==> src/rtl/rom_loader_if.sv <==
// SDRAM write channel of the ROM loader: one outstanding 16-bit word write, req held until ack.
`timescale 1ns/1ps
interface rom_loader_if;
    logic        mem_req;
    logic [21:0] mem_addr;
    logic [15:0] mem_wdata;
    logic [1:0]  mem_wstrb;
    logic        mem_ack;

    modport master (output mem_req, mem_addr, mem_wdata, mem_wstrb, input mem_ack);
    modport slave  (input mem_req, mem_addr, mem_wdata, mem_wstrb, output mem_ack);
endinterface

==> src/rtl/rom_loader.sv <==
// ROM loader: captures the 64-byte prefix, packs ROM bytes into words and writes them to SDRAM.
// Define ROM_LOADER_CHECKSUM_EN to build the running byte checksum; otherwise checksum reads 0.
`timescale 1ns/1ps
module rom_loader #(
    parameter logic [21:0] ROM_BASE   = 22'h000000,
    parameter logic [23:0] MAX_BYTES  = 24'h600000,
    parameter int          FIFO_DEPTH = 8
) (
    input  logic         clk,
    input  logic         resetn,
    input  logic         rom_loading,
    input  logic [7:0]   rom_do,
    input  logic         rom_do_valid,
    rom_loader_if.master mem,
    output logic [7:0]   map_mode,
    output logic [7:0]   cart_type,
    output logic [7:0]   rom_size_code,
    output logic [7:0]   ram_size_code,
    output logic         header_valid,
    output logic [23:0]  rom_bytes,
    output logic         busy,
    output logic         load_done,
    output logic         overflow,
    output logic [15:0]  checksum
);
    localparam int PW = $clog2(FIFO_DEPTH);
    localparam logic [PW:0] DEPTH_W = FIFO_DEPTH[PW:0];

    typedef enum logic [2:0] {
        S_IDLE,
        S_HEADER,
        S_DATA,
        S_FLUSH,
        S_DONE
    } state_t;

    state_t        state;
    logic          loading_q;
    logic [5:0]    hdr_cnt;
    logic [23:0]   rom_idx;
    logic          pend_valid;
    logic [7:0]    pend_byte;
    logic [21:0]   word_idx;

    logic [15:0]   fifo_data [FIFO_DEPTH];
    logic [1:0]    fifo_strb [FIFO_DEPTH];
    logic [PW-1:0] wr_ptr;
    logic [PW-1:0] rd_ptr;
    logic [PW:0]   fifo_cnt;

    logic          rise;
    logic          fall;
    logic          data_byte;
    logic          byte_keep;
    logic          tail;
    logic          push_req;
    logic [15:0]   push_word;
    logic [1:0]    push_strb;
    logic          fifo_full;
    logic          pop;
    logic          push_ok;
    logic          push_drop;

    assign rise      = rom_loading & ~loading_q;
    assign fall      = ~rom_loading & loading_q;
    assign data_byte = (state == S_DATA) && rom_do_valid && !rise;
    assign byte_keep = data_byte && (rom_idx < MAX_BYTES);
    assign tail      = (state == S_DATA) && fall;

    // A strobe coinciding with the fall is folded in first, so at most one word is pushed per cycle.
    always_comb begin
        push_req  = 1'b0;
        push_word = 16'h0000;
        push_strb = 2'b00;
        if (byte_keep && pend_valid) begin
            push_req  = 1'b1;
            push_word = {rom_do, pend_byte};
            push_strb = 2'b11;
        end else if (tail && byte_keep) begin
            push_req  = 1'b1;
            push_word = {8'h00, rom_do};
            push_strb = 2'b01;
        end else if (tail && pend_valid) begin
            push_req  = 1'b1;
            push_word = {8'h00, pend_byte};
            push_strb = 2'b01;
        end
    end

    assign fifo_full = (fifo_cnt == DEPTH_W);
    assign pop       = !mem.mem_req && (fifo_cnt != '0) && !rise;
    assign push_ok   = push_req && (!fifo_full || pop);
    assign push_drop = push_req && !push_ok;

    // NOTE: the word storage has no reset; wr_ptr/rd_ptr/fifo_cnt alone decide which entries are live.
    always_ff @(posedge clk) begin
        if (push_ok) begin
            fifo_data[wr_ptr] <= push_word;
            fifo_strb[wr_ptr] <= push_strb;
        end
    end

    // NOTE: resetn is synchronous, so it is tested inside the clocked block, not in the sensitivity list.
    always_ff @(posedge clk) begin
        if (!resetn) begin
            state         <= S_IDLE;
            loading_q     <= 1'b0;
            hdr_cnt       <= '0;
            rom_idx       <= '0;
            pend_valid    <= 1'b0;
            pend_byte     <= '0;
            word_idx      <= '0;
            wr_ptr        <= '0;
            rd_ptr        <= '0;
            fifo_cnt      <= '0;
            mem.mem_req   <= 1'b0;
            mem.mem_addr  <= '0;
            mem.mem_wdata <= '0;
            mem.mem_wstrb <= '0;
            map_mode      <= '0;
            cart_type     <= '0;
            rom_size_code <= '0;
            ram_size_code <= '0;
            header_valid  <= 1'b0;
            rom_bytes     <= '0;
            busy          <= 1'b0;
            load_done     <= 1'b0;
            overflow      <= 1'b0;
        end else begin
            loading_q <= rom_loading;
            load_done <= 1'b0;

            // A write in flight at restart is left alone until its ack arrives.
            if (pop) begin
                mem.mem_req   <= 1'b1;
                mem.mem_addr  <= ROM_BASE + word_idx;
                mem.mem_wdata <= fifo_data[rd_ptr];
                mem.mem_wstrb <= fifo_strb[rd_ptr];
                word_idx      <= word_idx + 22'd1;
            end else if (mem.mem_ack) begin
                mem.mem_req   <= 1'b0;
            end

            if (rise) begin
                wr_ptr   <= '0;
                rd_ptr   <= '0;
                fifo_cnt <= '0;
            end else begin
                if (push_ok) wr_ptr <= wr_ptr + 1'b1;
                if (pop)     rd_ptr <= rd_ptr + 1'b1;
                case ({push_ok, pop})
                    2'b10:   fifo_cnt <= fifo_cnt + 1'b1;
                    2'b01:   fifo_cnt <= fifo_cnt - 1'b1;
                    default: ;
                endcase
            end

            if (rise) begin
                state        <= S_HEADER;
                busy         <= 1'b1;
                hdr_cnt      <= rom_do_valid ? 6'd1 : 6'd0;
                rom_idx      <= '0;
                rom_bytes    <= '0;
                header_valid <= 1'b0;
                overflow     <= 1'b0;
                pend_valid   <= 1'b0;
                pend_byte    <= '0;
                word_idx     <= '0;
            end else begin
                case (state)
                    S_HEADER: begin
                        if (rom_do_valid) begin
                            hdr_cnt <= hdr_cnt + 6'd1;
                            case (hdr_cnt)
                                6'h15:   map_mode      <= rom_do;
                                6'h16:   cart_type     <= rom_do;
                                6'h17:   rom_size_code <= rom_do;
                                6'h18:   ram_size_code <= rom_do;
                                default: ;
                            endcase
                            if (hdr_cnt == 6'd63) begin
                                header_valid <= 1'b1;
                                state        <= S_DATA;
                            end
                        end
                        if (fall) begin
                            header_valid <= 1'b0;
                            state        <= S_FLUSH;
                        end
                    end
                    S_DATA: begin
                        if (byte_keep) begin
                            rom_idx    <= rom_idx + 24'd1;
                            pend_valid <= !pend_valid;
                            pend_byte  <= rom_do;
                        end else if (data_byte) begin
                            overflow <= 1'b1;
                        end
                        if (push_drop) overflow <= 1'b1;
                        if (push_ok) rom_bytes <= rom_bytes + ((push_strb == 2'b11) ? 24'd2 : 24'd1);
                        if (fall) begin
                            pend_valid <= 1'b0;
                            state      <= S_FLUSH;
                        end
                    end
                    S_FLUSH: begin
                        if ((fifo_cnt == '0) && !mem.mem_req) begin
                            busy      <= 1'b0;
                            load_done <= 1'b1;
                            state     <= S_DONE;
                        end
                    end
                    default: ;
                endcase
            end
        end
    end

`ifdef ROM_LOADER_CHECKSUM_EN
    always_ff @(posedge clk) begin
        if (!resetn) begin
            checksum <= '0;
        end else if (rise) begin
            checksum <= '0;
        end else if (push_ok) begin
            checksum <= checksum + {8'h00, push_word[15:8]} + {8'h00, push_word[7:0]};
        end
    end
`else
    assign checksum = 16'h0000;
`endif

endmodule
==> src/flat_wrapper.sv <==
// flat-port wrapper written by rule: the top's interface ports become plain ports
module rom_loader_flat 
#(
    parameter logic [21:0] ROM_BASE   = 22'h000000,
    parameter logic [23:0] MAX_BYTES  = 24'h600000,
    parameter int          FIFO_DEPTH = 8
)
  (clk, resetn, rom_loading, rom_do, rom_do_valid, map_mode, cart_type, rom_size_code, ram_size_code, header_valid, rom_bytes, busy, load_done, overflow, checksum, mem_mem_req, mem_mem_addr, mem_mem_wdata, mem_mem_wstrb, mem_mem_ack);
  rom_loader_if mem_i ();
  input  logic clk;
  input  logic resetn;
  input  logic rom_loading;
  input  logic [7:0] rom_do;
  input  logic rom_do_valid;
  output logic [7:0] map_mode;
  output logic [7:0] cart_type;
  output logic [7:0] rom_size_code;
  output logic [7:0] ram_size_code;
  output logic header_valid;
  output logic [23:0] rom_bytes;
  output logic busy;
  output logic load_done;
  output logic overflow;
  output logic [15:0] checksum;
  output wire logic [$bits(mem_i.mem_req)-1:0] mem_mem_req;
  output wire logic [$bits(mem_i.mem_addr)-1:0] mem_mem_addr;
  output wire logic [$bits(mem_i.mem_wdata)-1:0] mem_mem_wdata;
  output wire logic [$bits(mem_i.mem_wstrb)-1:0] mem_mem_wstrb;
  input wire logic [$bits(mem_i.mem_ack)-1:0] mem_mem_ack;
  assign mem_mem_req = mem_i.mem_req;
  assign mem_mem_addr = mem_i.mem_addr;
  assign mem_mem_wdata = mem_i.mem_wdata;
  assign mem_mem_wstrb = mem_i.mem_wstrb;
  assign mem_i.mem_ack = mem_mem_ack;
  rom_loader #(.ROM_BASE(ROM_BASE), .MAX_BYTES(MAX_BYTES), .FIFO_DEPTH(FIFO_DEPTH)) u_core (.clk(clk), .resetn(resetn), .rom_loading(rom_loading), .rom_do(rom_do), .rom_do_valid(rom_do_valid), .mem(mem_i), .map_mode(map_mode), .cart_type(cart_type), .rom_size_code(rom_size_code), .ram_size_code(ram_size_code), .header_valid(header_valid), .rom_bytes(rom_bytes), .busy(busy), .load_done(load_done), .overflow(overflow), .checksum(checksum));
endmodule
==> config.mk <==
export PLATFORM = sky130hd
export DESIGN_NAME = rom_loader_flat
export DESIGN_NICKNAME = d
export VERILOG_FILES = /design/src/rtl/rom_loader_if.sv /design/src/rtl/rom_loader.sv /design/src/flat_wrapper.sv
export SDC_FILE = /design/constraint.sdc
export NUM_CORES = 1
export LEC_CHECK = 0
export BUFFER_PORTS_ARGS = -buffer_cell sky130_fd_sc_hd__buf_2
export CORE_UTILIZATION = 35
export CTS_CLUSTER_SIZE = 25
export DETAILED_ROUTE_END_ITERATION = 8
export PLACE_DENSITY = 0.64
export SLEW_MARGIN = 25
export SYNTH_ARGS = -nofsm -noshare
export SYNTH_HDL_FRONTEND = slang
export SYNTH_SLANG_ARGS = --single-unit
==> constraint.sdc <==
create_clock -name clk -period 8 [get_ports clk]
set_input_delay 0 -clock clk [delete_from_list [all_inputs] [get_ports clk]]
set_output_delay 0 -clock clk [all_outputs]
set_load 0.01 [all_outputs]
# [After elaboration in Yosys (flattened, before gate mapping)]
# Memories as Yosys holds them, arrays and structs flattened. A register that Yosys moved wholly into a read port is not among the register bits.
# Index checks and enable logic that the tools add are counted.
[op_classes] n_addsub=8 order_cmp=1 eq_ne=21 mux=38 bitwise=7 reduce_logical=49
[ops] cell="16-bit two-way mux" count=2
[ops] cell="24-bit by 1-bit adder with 24-bit output, second input constant" count=1
[ops] cell="24-bit adder" count=1
[ops] cell="6-bit by 5-bit equality test with 1-bit output, second input constant" count=4
[ops] cell="24-bit by 23-bit < comparator with 1-bit output, second input constant" count=1
[ops] cell="22-bit by 1-bit adder with 22-bit output, second input constant" count=1
[ops] cell="1-bit two-way mux" count=22
[ops] cell="2-bit nonzero test" count=10
[ops] cell="6-bit two-way mux" count=3
[ops] cell="4-bit AND reduction" count=4
[ops] cell="3-bit two-way mux" count=5
[ops] cell="1-bit logical AND" count=12
[ops] cell="2-bit AND reduction" count=5
[ops] cell="5-bit AND reduction" count=2
[ops] cell="3-bit by 1-bit inequality test with 1-bit output, second input constant" count=3
[ops] cell="3-bit case mux with 3 select lines" count=1
[ops] cell="8-bit two-way mux" count=1
[ops] cell="4-bit case mux with 2 select lines" count=1
[ops] cell="4-bit nonzero test" count=2
[ops] cell="1-bit logical NOT" count=7
[ops] cell="3-bit by 1-bit adder with 3-bit output, second input constant" count=2
[ops] cell="6-bit by 1-bit adder with 6-bit output, second input constant" count=1
[ops] cell="3-bit by 2-bit equality test with 1-bit output, second input constant" count=2
[ops] cell="6-bit equality test, second input constant" count=1
[ops] cell="20 further kinds" count=30
[totals] register_bits=158 ramBits=144 inputBits=13 out_inout_bits=117 wordCells=148 n_memories=2
[memory_table] name="u_core.fifo_data" words=8 width=16 rd=1 rd_ports_with_merged_regs=1 write_ports=1 line_no="rom_loader.sv:45" rtl="logic [15:0] fifo_data [FIFO_DEPTH];"
[memory_table] name="u_core.fifo_strb" words=8 width=2 rd=1 rd_ports_with_merged_regs=1 write_ports=1 line_no="rom_loader.sv:46" rtl="logic [1:0] fifo_strb [FIFO_DEPTH];"

# [Logic depth before layout (Yosys ltp)]
# Gate-level depths: netlist (run 1).
[logic_depth] ltp_word=13 ltp_mapped=14 depth_no_buf=13

# [Worst setup path after synthesis (run 1)]
# No wires, ideal clock.
[synth_timing] path_kind="reg-to-reg" startpoint="register u_core.loading_q" endpoint="memory u_core.fifo_data[2][0] (enable)" arrival_time_ps=3451 setup_slack_ps=4103 stages_incl_launch_ff=9 synth_period_minus_slack_ps=3897 path_cell_list="dfxtp_1 -> inv_1 -> ha_1 -> and2b_1 -> and3_1 -> o21ai_2 -> inv_1 -> o21ai_0 -> nor4b_1"
[synth_between] elab_chain_cells=11 word_cells_on_any_way=18
[synth_rtl] item="start, declared" line_no="rom_loader.sv:38" rtl="logic loading_q;"
[synth_rtl] item="start signal, assigned" line_no="rom_loader.sv:130" rtl="loading_q <= rom_loading;"
[synth_rtl] item="1-bit NOT (*)" line_no="rom_loader.sv:64" rtl="assign rise = rom_loading & ~loading_q;"
[synth_rtl] item="1-bit bitwise AND (*)" line_no="rom_loader.sv:64"
[synth_rtl] item="via u_core.rise" line_no="rom_loader.sv:51" rtl="logic rise;"
[synth_rtl] item="1-bit logical NOT (*)" line_no="rom_loader.sv:66, rom_loader.sv:91"
[synth_rtl] item="1-bit logical AND" line_no="rom_loader.sv:66" rtl="assign data_byte = (state == S_DATA) && rom_do_valid && !rise;"
[synth_rtl] item="1-bit logical AND" line_no="rom_loader.sv:67" rtl="assign byte_keep = data_byte && (rom_idx < MAX_BYTES);"
[synth_rtl] item="1-bit logical AND" line_no="rom_loader.sv:79" rtl="end else if (tail && byte_keep) begin"
[synth_rtl] item="1-bit two-way mux" line_no="rom_loader.sv:79"
[synth_rtl] item="1-bit two-way mux" line_no="rom_loader.sv:75" rtl="if (byte_keep && pend_valid) begin"
[synth_rtl] item="1-bit logical AND (*)" line_no="rom_loader.sv:92" rtl="assign push_ok = push_req && (!fifo_full || pop);"
[synth_rtl] item="1-bit two-way mux (*)" line_no="rom_loader.sv:97" rtl="if (push_ok) begin"
[synth_rtl] item="1-bit two-way mux (implied by the code) (*)" line_no="rom_loader.sv:98" rtl="fifo_data[wr_ptr] <= push_word;"
[synth_rtl] item="end, declared" line_no="rom_loader.sv:45"
# The timed path passes the listed nets; every way through them passes the cells marked *.

# [Final worst setup path (run 1)]
[layout_timing] startpoint="register u_core.loading_q" endpoint="memory u_core.fifo_data[6][9] (enable)"
# Same word-level chain as after synthesis.

==> results of run 1 <==
[power breakdown]
| part | leakage, nW | internal [W] | switching [W] |
|---|---|---|---|
| combinational | 2.78 | 0.0000187 | 0.0000369 |
| clock | 0.631 | 0.00105 | 0.000659 |
| sequential | 2.79 | 0.00170 | 0.00000201 |
| total | 6.21 | 0.00276 | 0.000698 |
[sequential cells by signal (all words and copies together), names as in the netlist, 4 cells and up]
name / cells
u_core.fifo_cnt: 4
u_core.rom_bytes: 24
u_core.rom_size_code: 8
u_core.mem.mem_addr: 22
u_core.cart_type: 8
u_core.map_mode: 8
u_core.rom_idx: 24
u_core.pend_byte: 8
u_core.ram_size_code: 8
u_core.fifo_data: 128
u_core.word_idx: 22
u_core.hdr_cnt: 6
u_core.mem.mem_wdata: 16
u_core.fifo_strb: 16
[placed cells by master, fill, tap and decap left out, types with 14 or more instances in the layout]
cell type,n
a21boi_0,24
buf_2,113
and3_1,24
xnor2_1,15
o211a_1,18
dfxtp_1,175
conb_1,16
xor2_1,50
nand3_1,32
nand2_1,129
edfxtp_1,144
nor2b_1,37
clkbuf_16,39
nand4_1,19
mux4_2,36
ha_1,14
mux2i_1,61
a21oi_1,29
nor2_1,93
inv_1,14
[worst min-delay path by stage]
| stage | from | end | slack, ns |
|---|---|---|---|
| 3_3_place_gp | rom_loading | u_core.loading_q | 0.24 |
| 2_1_floorplan | rom_loading | u_core.loading_q | 0.12 |
| 3_5_place_dp | rom_loading | u_core.loading_q | 0.25 |
| 4_1_cts | resetn | u_core.state[0] | 0.18 |
| 6_report | resetn | u_core.state[0] | 0.18 |
| 5_1_grt | resetn | u_core.state[0] | 0.22 |
[logic make-up after synthesis]
logic type                 synth area share
DFF                                   0.597
muxes                                 0.108
adders and majority gates            0.0164
other                              0.000285
and+or+nand+nor                       0.148
xor gates and xnor gates             0.0433
AOI/OAI and AO/OA                    0.0560
buffers and inverters                0.0309
[final cells by class]
type                    instances  area [um^2]  share of cell area
flip-flops and latches        320         7850               0.503
multi-input cells             690         5030               0.322
clock buffers                  49         1070              0.0688
repair buffers                140          838              0.0537
well taps                     468          586              0.0375
clock inverters                19          184              0.0118
inverters                      14         52.6             0.00337
[metal layers]
metal  part of all wire  GRT usage
met5                  0          0
met3              0.052     0.0368
met1               0.47      0.195
met2               0.46      0.239
met4              0.019     0.0414
[worst max-delay path, stage by stage (launching register included)]
cell	delay, ns
dfxtp_1	0.33
inv_1	0.05
ha_1	0.37
and2b_1	0.38
and3_1	0.22
o21ai_2	0.22
inv_1	0.51
o21ai_0	0.52
nor3_4	0.93
[what timing repair did]
| action | 4_1_cts | 5_1_grt |
|---|---|---|
| endpoints found under the hold margin | 43 | 0 |
| hold buffers | 11 | 0 |
| setup buffers | 0 | 0 |
| gates resized for setup | 0 | 0 |
[stage by stage]
stage,power (W),cells,hold slack [ns],area [um^2],setup slack [ns]
after floorplan,0.00177,1093,0.122,13200,4.10
after global placement,0.00178,1617,0.243,14200,4.19
after detailed placement,0.00178,1620,0.251,14200,4.05
after CTS,0.00350,1699,0.183,15600,4.05
after global routing,0.00357,1700,0.225,15600,3.76
final,0.00346,1700,0.180,15600,4.08
==> impl_metrics.env, run 1 <==
export IMPL_via_per_inst=4.91
export IMPL_yosys_cell_types_count=62
export IMPL_htreeDepth=2
export IMPL_holdPathStages=3
export IMPL_rrSetupSlack_ns=4.08
export IMPL_static_leakage_power_nw=6.21
export IMPL_dp_hpwl_um=18000
export IMPL_ys_seq_elements=320
export IMPL_fin_worst_skew_ns=0.0138
export IMPL_max_slew_margin=0.310
export IMPL_place_gp_congestion=0.779
export IMPL_insertion_delay_ns=0.52
export IMPL_cts_buffer_depth=3
export IMPL_synthToLayoutAreaGrowth_pct=18.8
export IMPL_mappedNetlistArea_mm2=0.0131
export IMPL_tritoncts="built"
export IMPL_grt_use_total=0.147
export IMPL_min_period_over_period=0.490
export IMPL_routedWlPerCell_um=16.6
export IMPL_drive_gt1_frac=0.211
export IMPL_reg2reg_from="u_core.loading_q"
export IMPL_start_util=0.357
export IMPL_antennaDiodeCount=0
export IMPL_cp_startpoint="u_core.loading_q"
export IMPL_crit_end="u_core.fifo_data[6][9]"
export IMPL_rows=70
export IMPL_worst_pin_slew_ns=1.02
export IMPL_portBuffers=113
export IMPL_ir_drop_mv=0.160
export IMPL_yosysTopAreaCell="edfxtp_1"
export IMPL_design_die_area_mm2=0.0383
export IMPL_fin_util=0.424
export IMPL_grt_pass1_vias=8186
export IMPL_grt_max_degree=97
export IMPL_ctsRootBufferMaster="clkbuf_16"
export IMPL_synthArstFlopShare=0
export IMPL_setup_tns_ns=0
export IMPL_cap_violations=0
export IMPL_slew_viol_final=0
export IMPL_status="finished clean"
export IMPL_cts_made_buffers=37
export IMPL_synth_top_cell_area_share=0.329
export IMPL_p_per_area_mw_per_mm2=222
export IMPL_antenna_left=0
export IMPL_setup_viol=0
export IMPL_ys_seq_area_frac=0.597
export IMPL_final_nets=1232
export IMPL_r2r_end="u_core.fifo_data[6][9]"
export IMPL_clk_pin_slew_worst_paths_ns=0.06
export IMPL_hold_viol_final=0
export IMPL_path_max_fanout=19
export IMPL_core_mm2=0.0368
export IMPL_max_freq_mhz=255
export IMPL_clock_sinks=320
export IMPL_synth_edf_count=144
export IMPL_cp_end_kind="flip-flop"
export IMPL_ios=130
export IMPL_dr_total_vias=8353
export IMPL_yosys_cell_count_top_type="dfxtp_1"
export IMPL_drc=0
export IMPL_synthFlopType="dfxtp_1"
export IMPL_synth_top_cells_by_count="dfxtp_1 (176), edfxtp_1 (144), nand2_1 (129)"
export IMPL_hold_class="input port to flip-flop"
export IMPL_fp_dieW_um=196
export IMPL_wirelength_um=28200
export IMPL_rsz0062_at_grt="no"
export IMPL_final_fill_count=3460
export IMPL_synth_area_leaders="edfxtp_1 (33%), dfxtp_1 (27%), mux4_2 (6.2%)"
export IMPL_die_h_um=196
export IMPL_synth_warnings=0
export IMPL_grt_overflow_total=0
export IMPL_crit_type="flip-flop to flip-flop"
export IMPL_avgSynthCellArea_um2=12.2
export IMPL_required_ns=8.13
export IMPL_drt_iter0_markers=502
export IMPL_syn_inst=1078
export IMPL_antenna_found_initial=0
export IMPL_cp_arrival_ns=4.05
export IMPL_dr_pass1_iters=4
export IMPL_critPathLaunchType="flip-flop"
export IMPL_grt_pass1_wl_um=44800
export IMPL_reg2reg_depth=8
export IMPL_timing_final_crit_period_ns=3.92
Power figures use the tool's default switching activity.
==> run 2: changes to the inputs <==
==> constraint.sdc (replaced) <==
create_clock -name clk -period 3.9 [get_ports clk]
set_input_delay 0 -clock clk [delete_from_list [all_inputs] [get_ports clk]]
set_output_delay 0 -clock clk [all_outputs]
set_load 0.01 [all_outputs]
==> run 2 against run 1 <==
Largest cell class unchanged. Setup slack worse by 3.3 ns. Highest routed layer unchanged. Worst hold slack better by 0.11 ns. Register-to-register slack worse by 3.3 ns. Critical endpoint is now u_core.rom_bytes[19]. Final cell count up 0.35%.
==> impl_metrics.env, run 2 (synthesis gave the netlist of run 1 again) <==
export IMPL_required_ns=4.28
export IMPL_setup_tns_ns=0
export IMPL_clock_sinks=320
export IMPL_grt_pass1_vias=8423
export IMPL_synthToLayoutAreaGrowth_pct=18.0
export IMPL_cts_resized=0
export IMPL_antennaDiodeCount=0
export IMPL_ctsRootBufferMaster="clkbuf_16"
export IMPL_drc=0
export IMPL_portBuffers=113
export IMPL_clk_pin_slew_worst_paths_ns=0.06
export IMPL_reg2reg_depth=11
export IMPL_antenna_found_initial=0
export IMPL_die_h_um=196
export IMPL_cp_arrival_ns=3.50
export IMPL_insertion_delay_ns=0.53
export IMPL_crit_type="flip-flop to flip-flop"
export IMPL_fin_hold_ws_ns=0.288
export IMPL_worst_pin_slew_ns=0.947
export IMPL_fin_util=0.422
export IMPL_cp_startpoint="u_core.state[1]"
export IMPL_postCtsSetupBuffers=0
export IMPL_place_gp_congestion=0.744
export IMPL_r2r_end="u_core.rom_bytes[19]"
export IMPL_ir_drop_mv=0.322
export IMPL_antenna_left=0
export IMPL_rows=70
export IMPL_cts_buffer_depth=3
export IMPL_path_max_fanout=10
export IMPL_max_freq_mhz=321
export IMPL_mostFrequentLayoutCell="dfxtp_1"
export IMPL_routedWlPerCell_um=16.6
export IMPL_crit_end="u_core.rom_bytes[19]"
export IMPL_top_regs="u_core.fifo_data x128, u_core.rom_bytes x24, u_core.rom_idx x24"
export IMPL_cts_made_buffers=36
export IMPL_grt_pass1_wl_um=45400
export IMPL_fp_dieW_um=196
export IMPL_timing_final_crit_period_ns=3.11
export IMPL_regMostFlops="u_core.fifo_data"
export IMPL_grt_overflow_total=0
export IMPL_max_slew_margin=0.362
export IMPL_layout_common_cells="dfxtp_1 (175), edfxtp_1 (144), nand2_1 (129)"
export IMPL_start_util=0.357
export IMPL_final_nets=1241
export IMPL_total_power_w=0.00685
export IMPL_dr_pass1_iters=5
export IMPL_cp_common_cell="and3_1"
export IMPL_reg2reg_from="u_core.state[1]"
export IMPL_tritoncts="built"
export IMPL_hold_viol_final=0
export IMPL_status="finished clean"
export IMPL_grt_use_total=0.149
export IMPL_dr_total_vias=8411
export IMPL_design_die_area_mm2=0.0383
export IMPL_slew_viol_final=0
export IMPL_ios=130
export IMPL_htreeDepth=2
export IMPL_static_leakage_power_nw=6.18
export IMPL_crit_slowest_cell="dfxtp_1"
export IMPL_cp_end_kind="flip-flop"
export IMPL_grt_max_degree=77
export IMPL_setup_viol=0
export IMPL_drt_iter0_markers=520
export IMPL_wirelength_um=28300
export IMPL_fin_worst_skew_ns=0.0252
export IMPL_core_mm2=0.0368
export IMPL_largest_reg_flops=128
export IMPL_p_per_area_mw_per_mm2=441
export IMPL_critPathLaunchType="flip-flop"
export IMPL_rsz0062_at_grt="no"
export IMPL_via_per_inst=4.93
export IMPL_cap_violations=0
export IMPL_drive_gt1_frac=0.206
export IMPL_crit_chain="nor3b_4 -> and3_1 -> nand2_1 -> inv_1 -> ha_1 -> a21o_1 -> and3_1 -> and4bb_2 -> or4b_1 -> xor2_1 -> nor2_1"
export IMPL_rrSetupSlack_ns=0.79
export IMPL_min_period_over_period=0.798
export IMPL_cp_slowest_stage_delay_ns=0.47
export IMPL_dp_hpwl_um=18500
export IMPL_hold_class="input port to flip-flop"
==> run 2: cell count changes in the layout (fill, tap and decap cells not counted), sizes merged <==
| cell | change |
|---|---|
| bufinv | -1 |
| clkbuf | -4 |
| inv | +2 |
| buf | +7 |
| clkinv | -2 |
| dlygate4sd3 | +3 |
| clkinvlp | +1 |
==> run 2: cell type report <==
| class | instances | area (um^2) |
|---|---|---|
| clock buffer | 45 | 976 |
| clock inverter | 19 | 153 |
| fill | 3425 | 21300 |
| sequential | 320 | 7850 |
| multi-input combinational | 690 | 5000 |
| inverter | 14 | 52.6 |
| timing repair buffer | 150 | 891 |
| tap | 468 | 586 |
==> run 2: what timing repair did <==
action / 4_1_cts / 5_1_grt
hold buffers: 14 / 0
setup endpoints to repair: 0 / 0
hold endpoints to repair: 50 / 0
==> run 2: metal layers <==
layer / wire length, um / global-route usage / vias up
li1: - / - / 4091
met1: 13100 / 0.200 / 4082
met2: 12900 / 0.235 / 191
met3: 1780 / 0.0406 / 47
met4: 515 / 0.0437 / 0
met5: 0 / 0 / -
==> run 2: how the worst min path moves through the flow <==
stage / from / endpoint / slack [ns] / cells past startpoint
5_1_grt: mem_mem_ack / u_core.mem.mem_req / 0.32 / 4
2_1_floorplan: rom_loading / u_core.loading_q / 0.12 / 1
6_report: mem_mem_ack / u_core.mem.mem_req / 0.29 / 4
3_5_place_dp: rom_loading / u_core.loading_q / 0.25 / 2
4_1_cts: mem_mem_ack / u_core.mem.mem_req / 0.27 / 4
3_3_place_gp: rom_loading / u_core.loading_q / 0.24 / 2
==> run 2: critical path, delay by kind of cell (launching register included) <==
family                     cells  cell delay, ns
and+or+nand+nor                7            1.77
DFF                            1            0.47
buffers and inverters          1            0.26
adders and majority gates      1            0.22
xor gates and xnor gates       1            0.14
AOI/OAI and AO/OA              1            0.10
==> run 2: report_power, final <==
group / total (W) / switching (W) / leakage (nW) / internal, W
Sequential: 0.00348 / 0.00000424 / 2.79 / 0.00348
Combinational: 0.000115 / 0.0000768 / 2.83 / 0.0000384
Clock: 0.00325 / 0.00134 / 0.553 / 0.00191
Total: 0.00684 / 0.00142 / 6.18 / 0.00543
==> run 2: metrics by stage <==
step	setup WS, ns	area, um^2	std cells
global placement	0.868	14200	1628
global route	0.522	15500	1706
floorplan	0.00322	13200	1093
finish	0.788	15500	1706
detailed placement	0.795	14200	1628
CTS	0.776	15500	1706
